<file path="src/rtl/bcd_to_bin.sv">
// Five-digit packed BCD to 17-bit binary converter using sequential reverse double-dabble.
// One shift or one nibble-correction step per clock; out/err/done are registered.
module bcd_to_bin (
  input  logic        clk,
  input  logic        reset,
  input  logic        start,
  input  logic [19:0] in,
  output logic [16:0] out,
  output logic        done,
  output logic        busy,
  output logic        err
);

  localparam int unsigned BCD_W   = 20;
  localparam int unsigned BIN_W   = 17;
  localparam int unsigned CNT_W   = 5;
  localparam int unsigned NUM_DIG = 5;

  localparam logic [CNT_W-1:0] LAST_SHIFT = CNT_W'(BIN_W - 1);

  localparam logic [1:0] IDLE   = 2'd0;
  localparam logic [1:0] SHIFT  = 2'd1;
  localparam logic [1:0] SUB    = 2'd2;
  localparam logic [1:0] FINISH = 2'd3;

  logic [1:0]       state, state_d;
  logic [BCD_W-1:0] bcd, bcd_d;
  logic [BIN_W-1:0] bin, bin_d;
  logic [CNT_W-1:0] cnt, cnt_d;
  logic             invalid, invalid_d;
  logic [BIN_W-1:0] out_d;
  logic             err_d;
  logic             done_d;
  logic             busy_d;

  // True when any packed nibble holds a non-decimal code.
  function automatic logic has_bad_digit(input logic [BCD_W-1:0] v);
    logic bad;
    bad = 1'b0;
    for (int i = 0; i < int'(NUM_DIG); i++) begin
      if (v[4*i +: 4] > 4'd9) bad = 1'b1;
    end
    return bad;
  endfunction

  // Undo the decimal carry: every nibble at 8 or above drops by 3, independently.
  function automatic logic [BCD_W-1:0] correct_digits(input logic [BCD_W-1:0] v);
    logic [BCD_W-1:0] r;
    r = v;
    for (int i = 0; i < int'(NUM_DIG); i++) begin
      if (v[4*i +: 4] >= 4'd8) r[4*i +: 4] = v[4*i +: 4] - 4'd3;
    end
    return r;
  endfunction

  always_comb begin
    state_d   = state;
    bcd_d     = bcd;
    bin_d     = bin;
    cnt_d     = cnt;
    invalid_d = invalid;
    out_d     = out;
    err_d     = err;
    done_d    = 1'b0;

    case (state)
      IDLE: begin
        if (start) begin
          bcd_d     = in;
          bin_d     = '0;
          cnt_d     = '0;
          invalid_d = has_bad_digit(in);
          state_d   = SHIFT;
        end
      end
      SHIFT: begin
        {bcd_d, bin_d} = {1'b0, bcd, bin[BIN_W-1:1]};
        cnt_d          = cnt + CNT_W'(1);
        state_d        = (cnt == LAST_SHIFT) ? FINISH : SUB;
      end
      SUB: begin
        bcd_d   = correct_digits(bcd);
        state_d = SHIFT;
      end
      FINISH: begin
        out_d   = invalid ? '0 : bin;
        err_d   = invalid;
        done_d  = 1'b1;
        state_d = IDLE;
      end
      default: state_d = IDLE;
    endcase

    // busy is registered from the next state so it tracks state != IDLE exactly.
    busy_d = (state_d != IDLE);
  end

  always_ff @(posedge clk or negedge reset) begin
    if (!reset) begin
      state   <= IDLE;
      bcd     <= '0;
      bin     <= '0;
      cnt     <= '0;
      invalid <= 1'b0;
      out     <= '0;
      err     <= 1'b0;
      done    <= 1'b0;
      busy    <= 1'b0;
    end else begin
      state   <= state_d;
      bcd     <= bcd_d;
      bin     <= bin_d;
      cnt     <= cnt_d;
      invalid <= invalid_d;
      out     <= out_d;
      err     <= err_d;
      done    <= done_d;
      busy    <= busy_d;
    end
  end

endmodule

</file>
<file path="config.mk">
export PLATFORM = sky130hd
export DESIGN_NAME = bcd_to_bin
export DESIGN_NICKNAME = d
export VERILOG_FILES = /design/src/rtl/bcd_to_bin.sv
export SDC_FILE = /design/constraint.sdc
export NUM_CORES = 1
export LEC_CHECK = 0
export CORE_MARGIN = 5
export CORE_UTILIZATION = 55
export DETAILED_ROUTE_END_ITERATION = 6
export GPL_TIMING_DRIVEN = 0
export PLACE_DENSITY = 0.86
export REMOVE_ABC_BUFFERS = 1
export SYNTH_ARGS = -nofsm -noshare
export SYNTH_HDL_FRONTEND = slang
export SYNTH_SLANG_ARGS = --single-unit
</file>
<file path="constraint.sdc">
create_clock -name clk -period 1.9 [get_ports clk]
set_clock_uncertainty 0.05 [all_clocks]
set_input_delay 0.57 -clock clk [delete_from_list [all_inputs] [get_ports clk]]
set_output_delay 0.57 -clock clk [all_outputs]
set_load 0.01 [all_outputs]
</file>
==> flow_summary.toml <==
[cells_and_area]
area_growth_pct = 23.5
diodes = 0
layout-drive-gt1-share = 0.119
fillers = 445
final_cells = 445
nets = 404

[timing]
fmax_ghz = 0.539
setup_tns_ns = 0
setup_viol = 0
post-route-min-period_ns = 1.86
hold_viol_final = 0
finalCritPeriodShare = 0.977
relSlewSlack = 0.460
tightest_slew_ns = 0.810
drv_slew = 0

[run_status]
status = "completed"

[yosys]
ys_seq_elements = 65
syn_inst = 323
seq_area_frac_synth = 0.489
yosys_warnings = 0
avgSynthCellArea_um2 = 10.3
synth.distinct_cells = 39
syn_area_um2 = 3320

[cts]
htree_levels = 3
clock_sinks = 65
clkLatencyLatePin_ns = 0.34
numCtsBuffers = 9
cts_buffer_depth = 2
path_clk_slew_ns = 0.07
cts-root-buf = "clkbuf_8"
cts_tree = "done"

[grt]
first_global_vias = 2614
antenna_found_initial = 0
gr-usage-all-layers = 0.203
grt_max_degree = 66
gr-total-overflow = 0
grt_pass1_wl_um = 12200

[setup_path]
cp-end-kind = "primary output"
cp.required_ns = 1.28
cp.arrival_ns = 1.24
slowest_stage = "clkdlybuf4s50_1"
path_buf_inv = 1
path_delay_family = "buffers and inverters"
path_cells = "clkdlybuf4s50_1"
cp_max_fo = 2
cp-start-kind = "register"
path_class = "register to primary output"
crit_path_max_incr_delay_ns = 0.54

[die]
fp-row-count = 28
die_y_um = 87.7
io_pins = 43
core_um2 = 5890
die-area_um2 = 7700
start_util = 0.565
die_x_um = 87.7

[placed_design]
dp_cells = 417
place.gp.congestion = 0.833
hpwl_um = 4590
io_buffer_count = 42

[detailed_routing]
route.vias.total = 2747
drc = 0
drtIter0Drc = 174
drt-wirelength-per-cell_um = 17.1
via_per_inst = 6.17
first_pass_iters = 4
routed_wl_um = 7600
ant_nets = 0

[pwr]
peakVddDrop_v = 0.000859
netSwitchingPower_mw = 3.00
seqPwrFrac = 0.350
power_density_nw_per_um2 = 1760
power_frac_comb = 0.511
p_sw_frac = 0.416
clkPwrFrac = 0.139
power_leakage_nw = 1.80
p_int_mw = 4.21
total_power_mw = 7.21

[worst_hold_path]
hp-class = "input port to asynchronous set/reset pin"

[run]
drv_cap = 0
-- Yosys cell counts (all sizes together) --
master / instances / area share
a211oi: 1 / 0.0023
a21o: 1 / 0.0023
a21oi: 12 / 0.018
a221oi: 15 / 0.040
a22o: 18 / 0.047
a311o: 1 / 0.0030
a32o: 1 / 0.0030
a41oi: 1 / 0.0026
and2: 1 / 0.0019
and4: 1 / 0.0026
buf: 9 / 0.015
clkbuf: 15 / 0.017
dfrtp: 65 / 0.49
ha: 16 / 0.060
inv: 34 / 0.038
mux2: 2 / 0.0068
mux2i: 1 / 0.0030
nand2: 6 / 0.0068
nand2b: 2 / 0.0038
nand3: 1 / 0.0015
nand3b: 17 / 0.038
nor2: 22 / 0.025
nor2b: 6 / 0.011
nor3: 1 / 0.0015
nor3b: 4 / 0.0090
nor4bb: 1 / 0.0030
o21ai: 24 / 0.036
o21bai: 1 / 0.0023
o31ai: 17 / 0.038
o32a: 4 / 0.012
o41ai: 15 / 0.040
or3: 2 / 0.0038
or4: 1 / 0.0023
xnor2: 5 / 0.013
-- per-layer routing --
metal | global-route usage | vias to the layer above | routed length (um)
li1 | - | 1266 | -
met4 | 0.0962 | 0 | 149
met1 | 0.269 | 1350 | 3230
met2 | 0.321 | 113 | 3660
met5 | 0 | - | 0
met3 | 0.0423 | 18 | 560
-- worst paths after layout --
| kind | start | endpoint | slack (ns) | depth (start not counted) |
|---|---|---|---|---|
| worst max-delay path | out[8] | out[8] | 0.04 | 1 |
| worst min-delay path | reset | out[13] | 0.27 | 1 |
| worst min register to register | err | err | 0.44 | 1 |
| min in group clk | err | err | 0.44 | 1 |
| max in group asynchronous | reset | state[1] | 0.96 | 1 |
| worst max register to register | state[0] | cnt[4] | 0.05 | 6 |
-- flip-flops by register name, indices dropped and copies added (netlist names), 2 cells and up --
| register | cells |
|---|---|
| cnt | 5 |
| out | 17 |
| state | 2 |
| bin | 17 |
| bcd | 20 |
-- final cells by class --
| cell class | count | area, um^2 | area share |
|---|---|---|---|
| clock buffer | 10 | 128 | 0.0311 |
| clock inverter | 6 | 35.0 | 0.00853 |
| inverter | 34 | 128 | 0.0311 |
| multi-input combinational | 200 | 1540 | 0.376 |
| sequential | 65 | 1630 | 0.397 |
| tap | 75 | 93.8 | 0.0229 |
| timing repair buffer | 55 | 551 | 0.134 |
-- cell usage in the layout (no fill, tap or decap), types with 2 or more instances in the layout --
| cell type | n |
|---|---|
| o21ai_0 | 23 |
| inv_1 | 30 |
| inv_2 | 4 |
| o31ai_1 | 17 |
| a21oi_1 | 12 |
| clkbuf_8 | 9 |
| o32a_1 | 4 |
| dfrtp_2 | 2 |
| buf_4 | 11 |
| nor3b_1 | 4 |
| nand3b_1 | 17 |
| a22o_1 | 18 |
| dlymetal6s2s_1 | 3 |
| nor2b_1 | 5 |
| o41ai_1 | 15 |
| ha_1 | 12 |
| clkdlybuf4s50_1 | 37 |
| or3_1 | 2 |
| xnor2_1 | 5 |
| ha_4 | 4 |
| nand2_1 | 6 |
| clkinv_2 | 4 |
| a221oi_1 | 15 |
| clkinvlp_4 | 2 |
| nor2_1 | 22 |
| dfrtp_1 | 63 |
-- cells by family (layout without fill, tap and decap cells) --
family	Yosys count	count (layout)	share of synthesized area
xor+xnor	5	5	0.0132
compound gates	111	111	0.247
flops	65	65	0.489
mux	3	3	0.00979
simple gates	65	65	0.111
buf+inv	58	105	0.0704
fa+ha+maj	16	16	0.0602
-- per-stage QoR --
step / util / area (um^2) / hold WS [ns] / worst slack [ns]
finish: 0.698 / 4110 / 0.266 / 0.0446
global route: 0.698 / 4110 / 0.340 / -0.0306
CTS: 0.678 / 3990 / 0.306 / 0.0114
detailed placement: 0.637 / 3750 / 0.434 / -0.964
global placement: 0.634 / 3730 / 0.426 / -1.95
floorplan: - / 3220 / 0.224 / -0.419
-- power by group through the flow --
stage          clock network [mW]  logic, mW  registers, mW
2_1_floorplan                   0       2.15           2.44
3_3_place_gp                    0       3.00           2.47
3_5_place_dp                    0       3.17           2.51
4_1_cts                      1.01       3.38           2.51
5_1_grt                      1.07       4.03           2.61
6_report                     1.00       3.68           2.52
-- timing repair --
| item | in CTS | in global routing |
|---|---|---|
| endpoints found under the setup margin | 44 | 24 |
| gates resized for setup | 14 | 9 |
| gates cloned | 0 | 1 |
| setup buffers | 3 | 8 |
| pin swaps | 1 | 1 |
| hold buffers | 0 | 0 |
Power figures use the tool's default switching activity.
